**src/rtl/button_event_classifier.sv**
```systemverilog
// button_event_classifier
//
// Turns the clean, debounced button level into one-cycle event strobes for
// the control logic: press/release edges plus short, long and double press
// classification. Everything is timed in clock cycles of clk_i.
//
// Parameters
//   LONG_CYCLES : hold length (cycles from press_pulse_o) at which
//                 long_press_o fires; must be >= 2.
//   GAP_CYCLES  : window (cycles from release_pulse_o) in which a second
//                 press makes a double press; must be >= 2.
//   CNT_WIDTH   : counter width; must hold max(LONG_CYCLES, GAP_CYCLES) - 1.
//
// Ports
//   clk_i           : clock, rising edge.
//   rst_i           : asynchronous, active-high reset.
//   in_i            : debounced level, 1 = pressed, synchronous to clk_i.
//   press_pulse_o   : one-cycle strobe per 0->1 edge of in_i.
//   release_pulse_o : one-cycle strobe per 1->0 edge of in_i.
//   short_press_o   : one-cycle strobe for a single short press.
//   long_press_o    : one-cycle strobe when a hold reaches LONG_CYCLES.
//   double_press_o  : one-cycle strobe when a second press is released.
//   busy_o          : high while a press sequence is being classified.
//
// Handshake: there is none. in_i is a plain level sampled every cycle and
// every output is a registered strobe/level with no back-pressure; a
// consumer must act on a strobe in the single cycle it is high.
module button_event_classifier #(
  parameter int unsigned LONG_CYCLES = 20,
  parameter int unsigned GAP_CYCLES  = 8,
  parameter int unsigned CNT_WIDTH   = 8
) (
  input  logic clk_i,
  input  logic rst_i,
  input  logic in_i,
  output logic press_pulse_o,
  output logic release_pulse_o,
  output logic short_press_o,
  output logic long_press_o,
  output logic double_press_o,
  output logic busy_o
);

  typedef enum logic [2:0] {
    S_IDLE      = 3'd0,
    S_PRESS1    = 3'd1,
    S_LONG_HOLD = 3'd2,
    S_WAIT2     = 3'd3,
    S_PRESS2    = 3'd4
  } state_e;

  localparam logic [CNT_WIDTH-1:0] LONG_LAST = CNT_WIDTH'(LONG_CYCLES - 1);
  localparam logic [CNT_WIDTH-1:0] GAP_LAST  = CNT_WIDTH'(GAP_CYCLES - 1);
  localparam logic [CNT_WIDTH-1:0] CNT_ONE   = CNT_WIDTH'(1);

  state_e               state_q, state_d;
  logic [CNT_WIDTH-1:0] cnt_q, cnt_d;
  logic                 in_d_q;
  logic                 rise, fall;

  logic short_d, long_d, double_d, busy_d;

  // Edge detection against the previous sample. in_d_q resets to 0, so a
  // level held high through reset release is seen as a fresh press.
  assign rise = in_i & ~in_d_q;
  assign fall = ~in_i & in_d_q;

  // Next-state / strobe logic. Edge checks come before the counter checks
  // in PRESS1 and WAIT2 so that a release or re-press landing on the same
  // edge as a threshold wins over the threshold.
  always_comb begin
    state_d  = state_q;
    cnt_d    = cnt_q;
    short_d  = 1'b0;
    long_d   = 1'b0;
    double_d = 1'b0;

    unique case (state_q)
      S_IDLE: begin
        if (rise) begin
          state_d = S_PRESS1;
          cnt_d   = '0;
        end
      end

      S_PRESS1: begin
        if (fall) begin
          state_d = S_WAIT2;
          cnt_d   = '0;
        end else if (cnt_q == LONG_LAST) begin
          long_d  = 1'b1;
          state_d = S_LONG_HOLD;
        end else begin
          cnt_d = cnt_q + CNT_ONE;
        end
      end

      // A long press is fully reported already; its release only ends it.
      S_LONG_HOLD: begin
        if (fall) begin
          state_d = S_IDLE;
        end
      end

      S_WAIT2: begin
        if (rise) begin
          state_d = S_PRESS2;
        end else if (cnt_q == GAP_LAST) begin
          short_d = 1'b1;
          state_d = S_IDLE;
        end else begin
          cnt_d = cnt_q + CNT_ONE;
        end
      end

      // Hold time of the second press is deliberately not tracked.
      S_PRESS2: begin
        if (fall) begin
          double_d = 1'b1;
          state_d  = S_IDLE;
        end
      end

      default: begin
        state_d = S_IDLE;
        cnt_d   = '0;
      end
    endcase
  end

  // busy rises together with press_pulse (next state already non-idle) and
  // falls one cycle after the terminal strobe (current state still
  // non-idle in the cycle the strobe is shown). A back-to-back re-press in
  // IDLE keeps it high without a gap.
  assign busy_d = (state_q != S_IDLE) || (state_d != S_IDLE);

  always_ff @(posedge clk_i or posedge rst_i) begin
    if (rst_i) begin
      state_q         <= S_IDLE;
      cnt_q           <= '0;
      in_d_q          <= 1'b0;
      press_pulse_o   <= 1'b0;
      release_pulse_o <= 1'b0;
      short_press_o   <= 1'b0;
      long_press_o    <= 1'b0;
      double_press_o  <= 1'b0;
      busy_o          <= 1'b0;
    end else begin
      state_q         <= state_d;
      cnt_q           <= cnt_d;
      in_d_q          <= in_i;
      press_pulse_o   <= rise;
      release_pulse_o <= fall;
      short_press_o   <= short_d;
      long_press_o    <= long_d;
      double_press_o  <= double_d;
      busy_o          <= busy_d;
    end
  end

endmodule

```
**config.mk**
```make
export PLATFORM = sky130hd
export DESIGN_NAME = button_event_classifier
export DESIGN_NICKNAME = d
export VERILOG_FILES = /design/src/rtl/button_event_classifier.sv
export SDC_FILE = /design/constraint.sdc
export NUM_CORES = 1
export LEC_CHECK = 0
export ABC_AREA = 0
export CAP_MARGIN = 20
export CORE_ASPECT_RATIO = 1.4
export CORE_MARGIN = 2
export CORE_UTILIZATION = 30
export CTS_BUF_LIST = sky130_fd_sc_hd__clkbuf_4 sky130_fd_sc_hd__clkbuf_8 sky130_fd_sc_hd__clkbuf_16
export CTS_CLUSTER_SIZE = 28
export DETAILED_ROUTE_END_ITERATION = 12
export GPL_ROUTABILITY_DRIVEN = 1
export PLACE_DENSITY = 0.59
export SYNTH_ARGS = -nofsm -noshare
export SYNTH_HDL_FRONTEND = slang
export SYNTH_SLANG_ARGS = --single-unit
```
**constraint.sdc**
```tcl
create_clock -name clk_i -period 2.5 [get_ports clk_i]
set_clock_uncertainty 0.05 [all_clocks]
set_input_delay 0.375 -clock clk_i [delete_from_list [all_inputs] [get_ports clk_i]]
set_output_delay 0.375 -clock clk_i [all_outputs]
set_load 0.05 [all_outputs]
```
-- Word level (Yosys, flattened, before mapping)
Cells that the tools add are included.
- register bits after elaboration: 18
- latch bits: 0
- bits in writable memories: 0
- ROM bits: 0
- bits of input ports: 3
- output and inout bits: 6
- memories: 0
- add/sub/neg operators: 1
- $mul: 0
- div/mod/pow operators: 0
- order comparisons: 0
- equal/unequal tests: 10
- shifts and indexed selects: 0
- muxes and demuxes: 21
- bitwise gates (word level): 5
- reductions and logical operators: 6
- operators by type and width (kind ; count):
    $mux 8 ; 5
    $pmux 8 s4 ; 1
    $mux 3 ; 6
    $pmux 3 s4 ; 1
    $add 8x1->8 const B ; 1
    $eq 8x3->1 const B ; 1
    $eq 8x5->1 const B ; 1
    $mux 1 ; 8
    $eq 3x2->1 const B ; 2
    $ne 2x2->1 const B ; 3
    $reduce_bool 3->1 ; 2
    $reduce_and 5->1 ; 1
    $eq 3x1->1 const B ; 1
    $eq 3x3->1 const B ; 1
    $logic_not 3->1 ; 1
    $ne 3x3->1 const B ; 1
    $not 1->1 ; 3
    $and 1x1->1 ; 2
    $reduce_or 2->1 ; 1
    $logic_or 1x1->1 ; 1

-- Longest topological paths before layout
Gate-level depths: netlist (run 1).
- depth after elaboration: 6
- depth in mapped cells: 8
- gate-level depth less buffers: 6

-- Worst setup path after synthesis (run 1)
No wires, ideal clock.
- path kind: reg2reg
- start point: register cnt_q[0]
- end point: register cnt_q[7]
- setup time: 0.104 ns
- arrival: 2.014 ns
- data required time: 2.346 ns
- setup slack: 0.332 ns
- stages on the path, launching flop included: 9
- buffers on the path: 2
- period minus slack after synthesis: 2.168 ns
- cells stage by stage: dfrtp_1 ha_1 nor2b_1 and3_1 and3_4 buf_6 or3_4 buf_6 o41ai_2
- word-level cells in the longest chain between the ends: 4
- elaborated cells on any way between the ends: 11
- classes of those cells: 1 x add/sub; 4 x eq/ne; 5 x mux; 1 x reduce/logical
- ends and longest elaborated chain (what ; line ; source):
    start: declaration ; 57 ; logic [CNT_WIDTH-1:0] cnt_q, cnt_d;
    start signal: assignment ; 150 ; cnt_q <= cnt_d;
    $add 8x1->8 ; 94, 112 ;
    $mux 8, on equally long branches ; 108, 90 ;
    $mux 8, on equally long branches ; 106, 87 ;
    $pmux 8 s4 ; 78 ; unique case (state_q)
Parallel ways exist; a longest one is shown, timed or not. The select of a mux whose other input is x is not followed.
A chain may end at the register's enable or synchronous reset.

-- Worst setup path in the final report (run 1)
Ends and elaborated chain as after synthesis.

==> metrics.md, run 1 <==
| Metric | Value |
|---|---|
| Status | `finished clean` |
| Postcts setup bufs | `0` |
| Iteration-0 DRC count of the detailed router | `13` |
| Leakage | `0.450 nW` |
| DP HPWL | `1270 um` |
| Clk pwr share | `0.213` |
| Sw Share | `0.379` |
| Grt ovf | `0` |
| CP Capture Type | `flip-flop` |
| Starting Density | `0.307` |
| Pwr Density | `roughly 870 nW/um^2` |
| Seq pwr share | `0.433` |
| Clock buffer depth | `2` |
| CP peak stage delay | `between 0.4 and 0.5 ns` |
| Synth area leaders | `dfrtp_1 (48%), o21ai_0 (5.3%), buf_6 (4.8%)` |
| Synth cell types | `34` |
| CTS tree | `yes` |
| Layout cells sized above 1 | `0.152` |
| Diode count | `0` |
| Combinational share of power | `0.354` |
| Max transition margin | `0.542` |
| Crit-path cells | `ha_1 -> nor2b_1 -> and3_1 -> and3_4 -> or3_4 -> o41ai_2` |
| RSZ-0062 raised after global routing | `false` |
| Hold Buf Count CTS | `0` |
| FF+latch area | `roughly 450 um^2` |
| First-pass GRT wire length | `3190 um` |
| CTS Root Cell | `clkbuf_8` |
| Worst skew pair latency | `0.25 ns` |
| Cts bufs inserted | `3` |
| Via density | `just over 5` |
| Synth Cell Area | `940 um^2` |
| Post-Synth XOR/XNOR Area | `0` |
| Largest family of logic cells by synthesized area | `simple AND/OR/NAND/NOR gates` |
| Routed wire length per instance | `approximately 13 um` |
| Antenna Nets Post-Route | `0` |
| DRT Pass-1 Iters | `5` |
| Max-Cap Viols | `0` |
| Final hold slack | `about 0.46 ns` |
| Psw | `0.000351 W` |
| Post-synthesis sequential area ratio | `0.479` |
| Critical Path Fanout Max | `7` |
| Syn Inst Count | `92` |
| Slew Viols, Final | `0` |
| Hold Path Class | `flip-flop to flip-flop` |
| Post-synthesis compound-gate area fraction | `0.216` |
| Core outline area | `3060 um^2` |
| Area leader, netlist | `dfrtp_1` |
| # fillers | `319` |
| Critical Path Start Type | `flip-flop` |
| Residual DRC count | `0` |
| Post-synthesis simple-gate area fraction | `0.218` |
| Mapped Nets | `96` |
| Synthesized flop and latch total | `18` |
| Tmin final | `2.16 ns` |
| Most frequent cells in the layout | `dfrtp_1 (18), o21ai_0 (10), nor2_1 (8), clkdlybuf4s50_1 (8), nand3_1 (6)` |
| Synthesis-to-finish area growth | `13.6%` |
| Critical path arrival | `2.27 ns` |
| Multiplexer share of the synthesized area | `0` |
| Port Buffer Count | `8` |
| Initial antenna violation count | `0` |
| DIE AREA | `3600 um^2` |
| Yosys top cell area share | `0.479` |
| Via count | `around 710` |
| Clk slew on worst S/H paths | `roughly 0.070 ns` |
| Commonest non-fill, non-tap cell in the layout | `dfrtp_1` |
| Die W | `approximately 50 um` |
| Nets@finish | `105` |
| Largest net degree at the start of global routing | `19` |
| Die Y | `70.2 um` |
| Final setup vio count | `0` |
| FMAX | `462 MHz` |
| Final period util | `0.866` |
| Peak VDD IR | `0.000290 V` |
| P_int | `approximately 0.00057 W` |
| Post-synthesis adder-cell area fraction | `0.0133` |
| Synth warnings | `0` |
| Worst-Margin Slew | `between 0.6 and 0.7 ns` |
| Final hold violations | `0` |
| Final wirelength | `approximately 1800 um` |
| Slowest-stage cell, CP | `or3_4` |
| RePlAce Congestion | `between 0.8 and 0.9` |
| CP Class | `flip-flop to flip-flop` |
| Std cell rows | `24` |
| Area of the multi-input gates | `420 um^2` |
| # H-tree levels | `1` |
| CTS sink count | `18` |
| Resized Gates After CTS | `0` |
| Setup TNS Final | `0 ns` |
| Top Ports | `9` |
| Worst path required time | `2.60 ns` |
| Total track usage | `0.118` |
| Syn avg cell area | `10.2 um^2` |
| Vias in the first global route | `711` |
==> power groups by stage <==
stage / logic [W] / clock network (W) / registers, W
6_report: 0.000328 / 0.000197 / 0.000401
5_1_grt: 0.000369 / 0.000219 / 0.000409
4_1_cts: 0.000330 / 0.000206 / 0.000399
3_5_place_dp: 0.000328 / 0 / 0.000405
3_3_place_gp: 0.000328 / 0 / 0.000404
2_1_floorplan: 0.000276 / 0 / 0.000403
==> final timing paths <==
check	from	endpoint	slack [ns]	cells after the start
min in group asynchronous	rst_i	long_press_o$_DFF_PP0_	0.48	2
worst max register to register	cnt_q[0]$_DFFE_PP0P_	cnt_q[7]$_DFFE_PP0P_	0.34	6
max in group asynchronous	rst_i	cnt_q[7]$_DFFE_PP0P_	1.48	2
worst min register to register	cnt_q[7]$_DFFE_PP0P_	cnt_q[7]$_DFFE_PP0P_	0.46	1
worst min-delay path	cnt_q[7]$_DFFE_PP0P_	cnt_q[7]$_DFFE_PP0P_	0.46	1
worst max-delay path	cnt_q[0]$_DFFE_PP0P_	cnt_q[7]$_DFFE_PP0P_	0.34	6
==> metrics by stage <==
stage	utilization	cells	power [W]	cell area (um^2)	setup slack (ns)
global placement	0.335	135	0.000733	1030	0.200
CTS	0.348	138	0.000936	1070	0.343
global route	0.348	138	0.000996	1070	0.229
finish	0.348	138	0.000926	1070	0.336
floorplan	-	92	0.000680	940	0.332
detailed placement	0.335	135	0.000733	1030	0.161
==> Yosys cell counts <==
master,count
dfrtp_1,18
o31ai_1,5
o41ai_2,1
o41ai_1,1
buf_6,4
and3_1,2
nor4_1,1
inv_1,4
a211o_2,1
a41oi_2,1
nor2b_2,1
inv_2,1
o21ai_1,1
a211o_1,1
and3_4,1
nand2_1,4
nand4_1,1
nor2b_1,3
nor4_2,1
o32ai_1,1
a211oi_1,1
nand3_1,6
a21oi_2,1
and3_2,2
nor4b_1,1
o21a_1,1
or3_4,1
ha_1,1
a21oi_1,1
buf_2,1
a31oi_1,2
nand2b_1,3
nor2_1,8
o21ai_0,10
==> kinds of logic after synthesis <==
group / Yosys count
AO/OA/AOI/OAI: 28
adder cells (fa/ha/maj): 1
flip-flops: 18
AND/OR/NAND/NOR: 35
buffers and inverters: 10
==> per-layer routing <==
metal	wire (um)	up-vias	track usage	share of wire
li1	-	348	-	-
met1	806	337	0.131	0.45
met2	890	19	0.201	0.50
met3	50	5	0.0256	0.028
met4	48	0	0.0702	0.027
met5	0	-	0	0
==> critical path, delay by kind of cell, from the launching register on <==
kind            cells  cell delay (ns)
simple gates        4             0.99
flops               1             0.42
compound gates      1             0.31
fa+ha+maj           1             0.30
==> flip-flops by register name (all words and copies together) (netlist names) <==
register / flops
state_q: 3
cnt_q: 8
press_pulse_o: 1
release_pulse_o: 1
short_press_o: 1
in_d_q: 1
long_press_o: 1
double_press_o: 1
busy_o: 1
==> cell type report <==
cell class / instances / area share
Tap cell: 39 / 0.0457
Inverter: 5 / 0.0176
Timing Repair Buffer: 9 / 0.0821
Sequential cell: 18 / 0.422
Multi-Input combinational cell: 64 / 0.394
Clock buffer: 3 / 0.0387
(Power assumes the default switching activity.)
==> run 2, diff against run 1 <==
- GPL_TIMING_DRIVEN: default -> 0
==> run 2 against run 1 <==
  * Clock power increased by 20%
  * Sequential cell count did not move
  * Sequential share of layout area down 2.1 points
  * Wire length up 8.7%
  * Critical path type unchanged
  * Combinational power increased by 23%
  * Cell count is 3.6% higher
  * Highest routed layer unchanged
  * Global-route usage increased by 0.23 points
  * Largest cell class unchanged
  * Worst setup slack got worse by 0.18 ns
==> metrics.md, run 2 (same netlist as run 1, synthesis figures left out) <==
| Metric | Value |
|---|---|
| Status | `finished clean` |
| RSZ-0062 raised after global routing | `false` |
| Clk slew on worst S/H paths | `0.07 ns (about the same)` |
| Final setup vio count | `0 (unchanged)` |
| Initial antenna violation count | `0 (unchanged)` |
| Synthesis-to-finish area growth | `19.6%` |
| Residual DRC count | `0 (unchanged)` |
| Total track usage | `0.120 (+0.00228)` |
| Clk pwr share | `0.234 (+0.021)` |
| DIE AREA | `3600 um^2 (unchanged)` |
| Layout cells sized above 1 | `0.192 (+0.0408)` |
| Postcts setup bufs | `0 (unchanged)` |
| Final wirelength | `1950 um (+8.7%)` |
| Cts bufs inserted | `3 (unchanged)` |
| Leakage | `0.483 nW (+7.1%)` |
| Utilization after layout | `0.367 (+0.0184)` |
| Via count | `748 (+5.5%)` |
| FMAX | `427 MHz (-7.7%)` |
| Grt ovf | `0 (unchanged)` |
| Worst-Margin Slew | `0.667 ns (-0.0183 ns)` |
| Std cell rows | `24 (unchanged)` |
| CTS Root Cell | `clkbuf_8` |
| First-pass GRT wire length | `3330 um (+4.1%)` |
| CTS sink count | `18 (unchanged)` |
| Seq pwr share | `0.368 (-0.065)` |
| Dpl cells | `139 (+3.0%)` |
| Final hold slack | `0.465 ns (+0.00204 ns)` |
| RePlAce Congestion | `0.832 (+2.8%)` |
| Tmin final | `2.34 ns (+0.180 ns)` |
| Antenna Nets Post-Route | `0 (unchanged)` |
| Iteration-0 DRC count of the detailed router | `19 (+6)` |
| Clock buffer depth | `2 (unchanged)` |
| Routed wire length per instance | `13.7 um (+4.9%)` |
| Resized Gates After CTS | `0 (unchanged)` |
| Die Y | `70.2 um (unchanged)` |
| Max transition margin | `0.555 (+0.0122)` |
| Max-Cap Viols | `0 (unchanged)` |
| Combinational share of power | `0.398 (+0.044)` |
| Largest net degree at the start of global routing | `19 (unchanged)` |
| CP Class | `flip-flop to flip-flop` |
| # H-tree levels | `1 (unchanged)` |
| Port Buffer Count | `8 (unchanged)` |
| Worst path required time | `2.60 ns (about the same)` |
| Most frequent cells in the layout | `dfrtp_1 (18), o21ai_0 (10), nor2_1 (8), clkdlybuf4s50_1 (8), nand3_1 (6)` |
| Commonest non-fill, non-tap cell in the layout | `dfrtp_1` |
| Diode count | `0 (unchanged)` |
| Starting Density | `0.307 (unchanged)` |
| Via density | `5.23 (+1.8%)` |
| Worst skew pair latency | `0.25 ns (about the same)` |
| Top Ports | `9 (unchanged)` |
| Critical Path Fanout Max | `7 (unchanged)` |
| Critical Path Start Type | `flip-flop` |
| CP Capture Type | `flip-flop` |
| Die W | `51.3 um (unchanged)` |
| Final period util | `0.938 (+0.0721)` |
| Final hold violations | `0 (unchanged)` |
| Nets@finish | `109 (+3.8%)` |
| Sw Share | `0.370 (-0.00909)` |
| Pwr Density | `899 nW/um^2 (+3.6%)` |
| Largest reg by FF count | `cnt_q` |
| Core outline area | `3060 um^2 (unchanged)` |
| DRT Pass-1 Iters | `4 (-1)` |
| Hold Path Class | `primary input to async pin` |
| Peak VDD IR | `0.000309 V (+6.5%)` |
| P_int | `0.000636 W (+11%)` |
| Critical path arrival | `2.44 ns (+0.17 ns)` |
| Hold Buf Count CTS | `0 (unchanged)` |
| Biggest regs | `cnt_q (8), state_q (3)` |
| DP HPWL | `1410 um (+11%)` |
| Number of flip-flops in the largest register | `8 (unchanged)` |
| Vias in the first global route | `776 (+9.1%)` |
| Slew Viols, Final | `0 (unchanged)` |
| CTS tree | `yes` |
| Psw | `0.000374 W (+6.4%)` |
| Non-Filler Instances | `143 (+3.6%)` |
==> run 2: cell type report <==
type                    count  area, um^2
clock buffers               4        55.1
repair buffers              8        80.1
inverters                   5        18.8
plain buffers               5        50.0
well taps                  39        48.8
flip-flops and latches     18         450
multi-input cells          64         420
fillers                   309        1940
==> run 2: per-layer routing <==
layer	vias up	share of wire	track usage
li1	357	-	-
met2	16	0.51	0.215
met1	369	0.43	0.124
met4	0	0.027	0.0731
met5	-	0	0
met3	6	0.032	0.0235
==> run 2: worst max-delay path, stage by stage (launching register included) <==
cell	delay [ns]
dfrtp_1	0.41
ha_1	0.31
nor2b_1	0.18
and3_1	0.20
and3_4	0.15
buf_6	0.12
or3_4	0.37
buf_6	0.14
o41ai_2	0.30
==> run 2: stage by stage <==
step           total power, W  area (um^2)  setup TNS (ns)  setup slack [ns]
2_1_floorplan        0.000680          940               0             0.332
3_3_place_gp         0.000757         1070        -0.00682          -0.00682
3_5_place_dp         0.000776         1070         -0.0333           -0.0333
4_1_cts               0.00101         1120               0             0.161
5_1_grt               0.00107         1120               0             0.101
6_report              0.00101         1120               0             0.156
==> run 2: power groups by stage <==
stage / Clock [W] / Sequential (W) / Combinational, W
6_report: 0.000236 / 0.000371 / 0.000402
4_1_cts: 0.000243 / 0.000371 / 0.000401
2_1_floorplan: 0 / 0.000403 / 0.000276
3_5_place_dp: 0 / 0.000377 / 0.000399
3_3_place_gp: 0 / 0.000374 / 0.000382
5_1_grt: 0.000259 / 0.000377 / 0.000434
==> run 2: worst paths after layout <==
| kind | depth (start not counted) | to | startpoint | slack [ns] |
|---|---|---|---|---|
| worst min-delay path | 2 | long_press_o$_DFF_PP0_ | rst_i | 0.47 |
| worst min register to register | 1 | cnt_q[7]$_DFFE_PP0P_ | cnt_q[7]$_DFFE_PP0P_ | 0.48 |
| worst max register to register | 8 | cnt_q[7]$_DFFE_PP0P_ | cnt_q[0]$_DFFE_PP0P_ | 0.16 |
| worst max-delay path | 8 | cnt_q[7]$_DFFE_PP0P_ | cnt_q[0]$_DFFE_PP0P_ | 0.16 |
| min in group clk_i | 1 | cnt_q[7]$_DFFE_PP0P_ | cnt_q[7]$_DFFE_PP0P_ | 0.48 |
| max in group asynchronous | 2 | release_pulse_o$_DFF_PP0_ | rst_i | 1.51 |
==> run 3, diff against run 2 <==
- CORE_MARGIN: 2 -> default
- SKIP_CTS_REPAIR_TIMING: default -> 1
==> run 3 against run 2 <==
  * First-iteration DRC count shrank 53%
  * Non-clock buffer count did not move
  * Sequential power hardly changed
  * Critical path depth unchanged
  * Maximum frequency increased by 0.42%
  * Global-route usage is 0.69 points higher
  * Clock-buffer cell count unchanged
  * Cell count fell by 1.4%
  * Die area is 6.6% lower
  * Wire length decreased by 4.1%
  * Combinational power decreased by 2%
  * Critical path type unchanged
  * Critical endpoint unchanged
  * Largest cell class unchanged
==> metrics.md, run 3 (same netlist as run 1, synthesis figures left out) <==
| Metric | Value |
|---|---|
| Final period util | `0.934 (-0.00397)` |
| Worst skew pair latency | `0.25 ns (about the same)` |
| Leakage | `0.483 nW (unchanged)` |
| Status | `finished clean` |
| Clk slew on worst S/H paths | `0.07 ns (about the same)` |
| Cts bufs inserted | `3 (unchanged)` |
| RePlAce Congestion | `0.807 (-3.0%)` |
| Residual DRC count | `0 (unchanged)` |
| # fillers | `304 (-1.6%)` |
| DP HPWL | `1370 um (-2.6%)` |
| CP Class | `flip-flop to flip-flop` |
| Die Y | `68.2 um (-2.8%)` |
| Worst path required time | `2.60 ns (about the same)` |
| CTS Root Cell | `clkbuf_8` |
| FMAX | `428 MHz (+0.42%)` |
| Peak VDD IR | `0.000381 V (+24%)` |
| Largest net degree at the start of global routing | `19 (unchanged)` |
| Iteration-0 DRC count of the detailed router | `9 (-10)` |
| Crit-path cells | `ha_1 -> nor2b_1 -> and3_1 -> and3_4 -> buf_6 -> or3_4 -> buf_6 -> o41ai_2` |
| Critical path arrival | `2.44 ns (about the same)` |
| Commonest non-fill, non-tap cell in the layout | `dfrtp_1` |
| Largest reg by FF count | `cnt_q` |
| Utilization after layout | `0.382 (+0.0151)` |
| CTS sink count | `18 (unchanged)` |
| Std cell rows | `23 (-4.2%)` |
| DRT Pass-1 Iters | `4 (unchanged)` |
| Via density | `5.10 (-2.5%)` |
| Starting Density | `0.320 (+0.0133)` |
| FF+latch area | `450 um^2 (unchanged)` |
| Via count | `719 (-3.9%)` |
| Grt ovf | `0 (unchanged)` |
| Routed wire length per instance | `13.3 um (-2.7%)` |
| Hold Path Class | `primary input to async pin` |
| Clock buffer depth | `2 (unchanged)` |
| Critical Path Start Type | `flip-flop` |
| Biggest regs | `cnt_q (8), state_q (3)` |
| Final wirelength | `1870 um (-4.1%)` |
| Tot Pwr | `0.000999 W (-1.0%)` |
| Diode count | `0 (unchanged)` |
| Max transition margin | `0.540 (-0.0150)` |
| Slowest-stage cell, CP | `dfrtp_1` |
| Number of flip-flops in the largest register | `8 (unchanged)` |
| CP Capture Type | `flip-flop` |
| Die W | `49.3 um (-3.9%)` |
| DIE AREA | `3360 um^2 (-6.6%)` |
| Antenna Nets Post-Route | `0 (unchanged)` |
| Setup TNS Final | `0 ns (unchanged)` |
| # H-tree levels | `1 (unchanged)` |
| CP peak stage delay | `0.42 ns (about the same)` |
| Initial antenna violation count | `0 (unchanged)` |
| Vias in the first global route | `749 (-3.5%)` |
| Area of the multi-input gates | `420 um^2 (unchanged)` |
| Pwr Density | `892 nW/um^2 (-0.82%)` |
| CTS tree | `yes` |
| Tmin final | `2.33 ns (-0.00991 ns)` |
| Slew Viols, Final | `0 (unchanged)` |
| Worst-Margin Slew | `0.690 ns (+0.0225 ns)` |
| Layout cells sized above 1 | `0.192 (unchanged)` |
| Final setup vio count | `0 (unchanged)` |
| Nets@finish | `109 (unchanged)` |
| Top Ports | `9 (unchanged)` |
| Most common cell on crit path | `buf_6` |
| Most frequent cells in the layout | `dfrtp_1 (18), o21ai_0 (10), nor2_1 (8), clkdlybuf4s50_1 (8), nand3_1 (6)` |
| First-pass GRT wire length | `3200 um (-3.7%)` |
| Port Buffer Count | `8 (unchanged)` |
| Core outline area | `2940 um^2 (-4.2%)` |
| RSZ-0062 raised after global routing | `false` |
| Total track usage | `0.127 (+0.00694)` |
| Synthesis-to-finish area growth | `19.3%` |
| Critical Path Fanout Max | `7 (unchanged)` |
| Max-Cap Viols | `0 (unchanged)` |
| Final hold violations | `0 (unchanged)` |
[run 3: cell counts in the layout (fill, tap and decap cells not counted)]
Identical to the previous run, type by type.
[run 3: path summary, 6_finish.rpt]
| check | end | slack [ns] | depth (start not counted) | from |
|---|---|---|---|---|
| setup / recovery | cnt_q[7]$_DFFE_PP0P_ | 0.17 | 8 | cnt_q[0]$_DFFE_PP0P_ |
| hold / removal | press_pulse_o$_DFF_PP0_ | 0.48 | 2 | rst_i |
| setup reg to reg | cnt_q[7]$_DFFE_PP0P_ | 0.17 | 8 | cnt_q[0]$_DFFE_PP0P_ |
| hold reg to reg | cnt_q[7]$_DFFE_PP0P_ | 0.48 | 1 | cnt_q[7]$_DFFE_PP0P_ |
| max in group asynchronous | state_q[1]$_DFF_PP0_ | 1.48 | 2 | rst_i |
| min in group clk_i | cnt_q[7]$_DFFE_PP0P_ | 0.48 | 1 | cnt_q[7]$_DFFE_PP0P_ |
[run 3: metrics by stage]
stage / instances / setup WS, ns / instance area, um^2 / hold WS (ns)
2_1_floorplan: 92 / 0.332 / 940 / 0.264
3_3_place_gp: 137 / -0.00863 / 1070 / 0.461
3_5_place_dp: 137 / -0.0541 / 1070 / 0.468
4_1_cts: 141 / 0.165 / 1120 / 0.477
5_1_grt: 141 / 0.0962 / 1120 / 0.482
6_report: 141 / 0.166 / 1120 / 0.478
[run 3: cell type report]
class	instances	area share
Sequential cell	18	0.402
Multi-Input combinational cell	64	0.375
Timing Repair Buffer	8	0.0714
Clock buffer	4	0.0491
Buffer	5	0.0446
Tap cell	37	0.0413
Inverter	5	0.0167
[run 3: where the power goes]
part	internal (W)	switching, W	leakage (nW)
registers	0.000335	0.0000356	0.238
clock network	0.000140	0.0000953	0.0288
logic	0.000161	0.000233	0.216
[run 3: routing by layer]
metal	routed length [um]	vias up	global-route usage
met5	0	-	0
met4	33	0	0.0699
met3	44	4	0.0200
met2	986	12	0.250
met1	809	341	0.127
li1	-	362	-
[run 3: critical path, delay by kind of cell, from the launching register on]
family / cells / cell delay, ns
DFF: 1 / 0.42
AOI/OAI and AO/OA: 1 / 0.29
and+or+nand+nor: 4 / 0.91
buffers and inverters: 2 / 0.26
adders and majority gates: 1 / 0.30
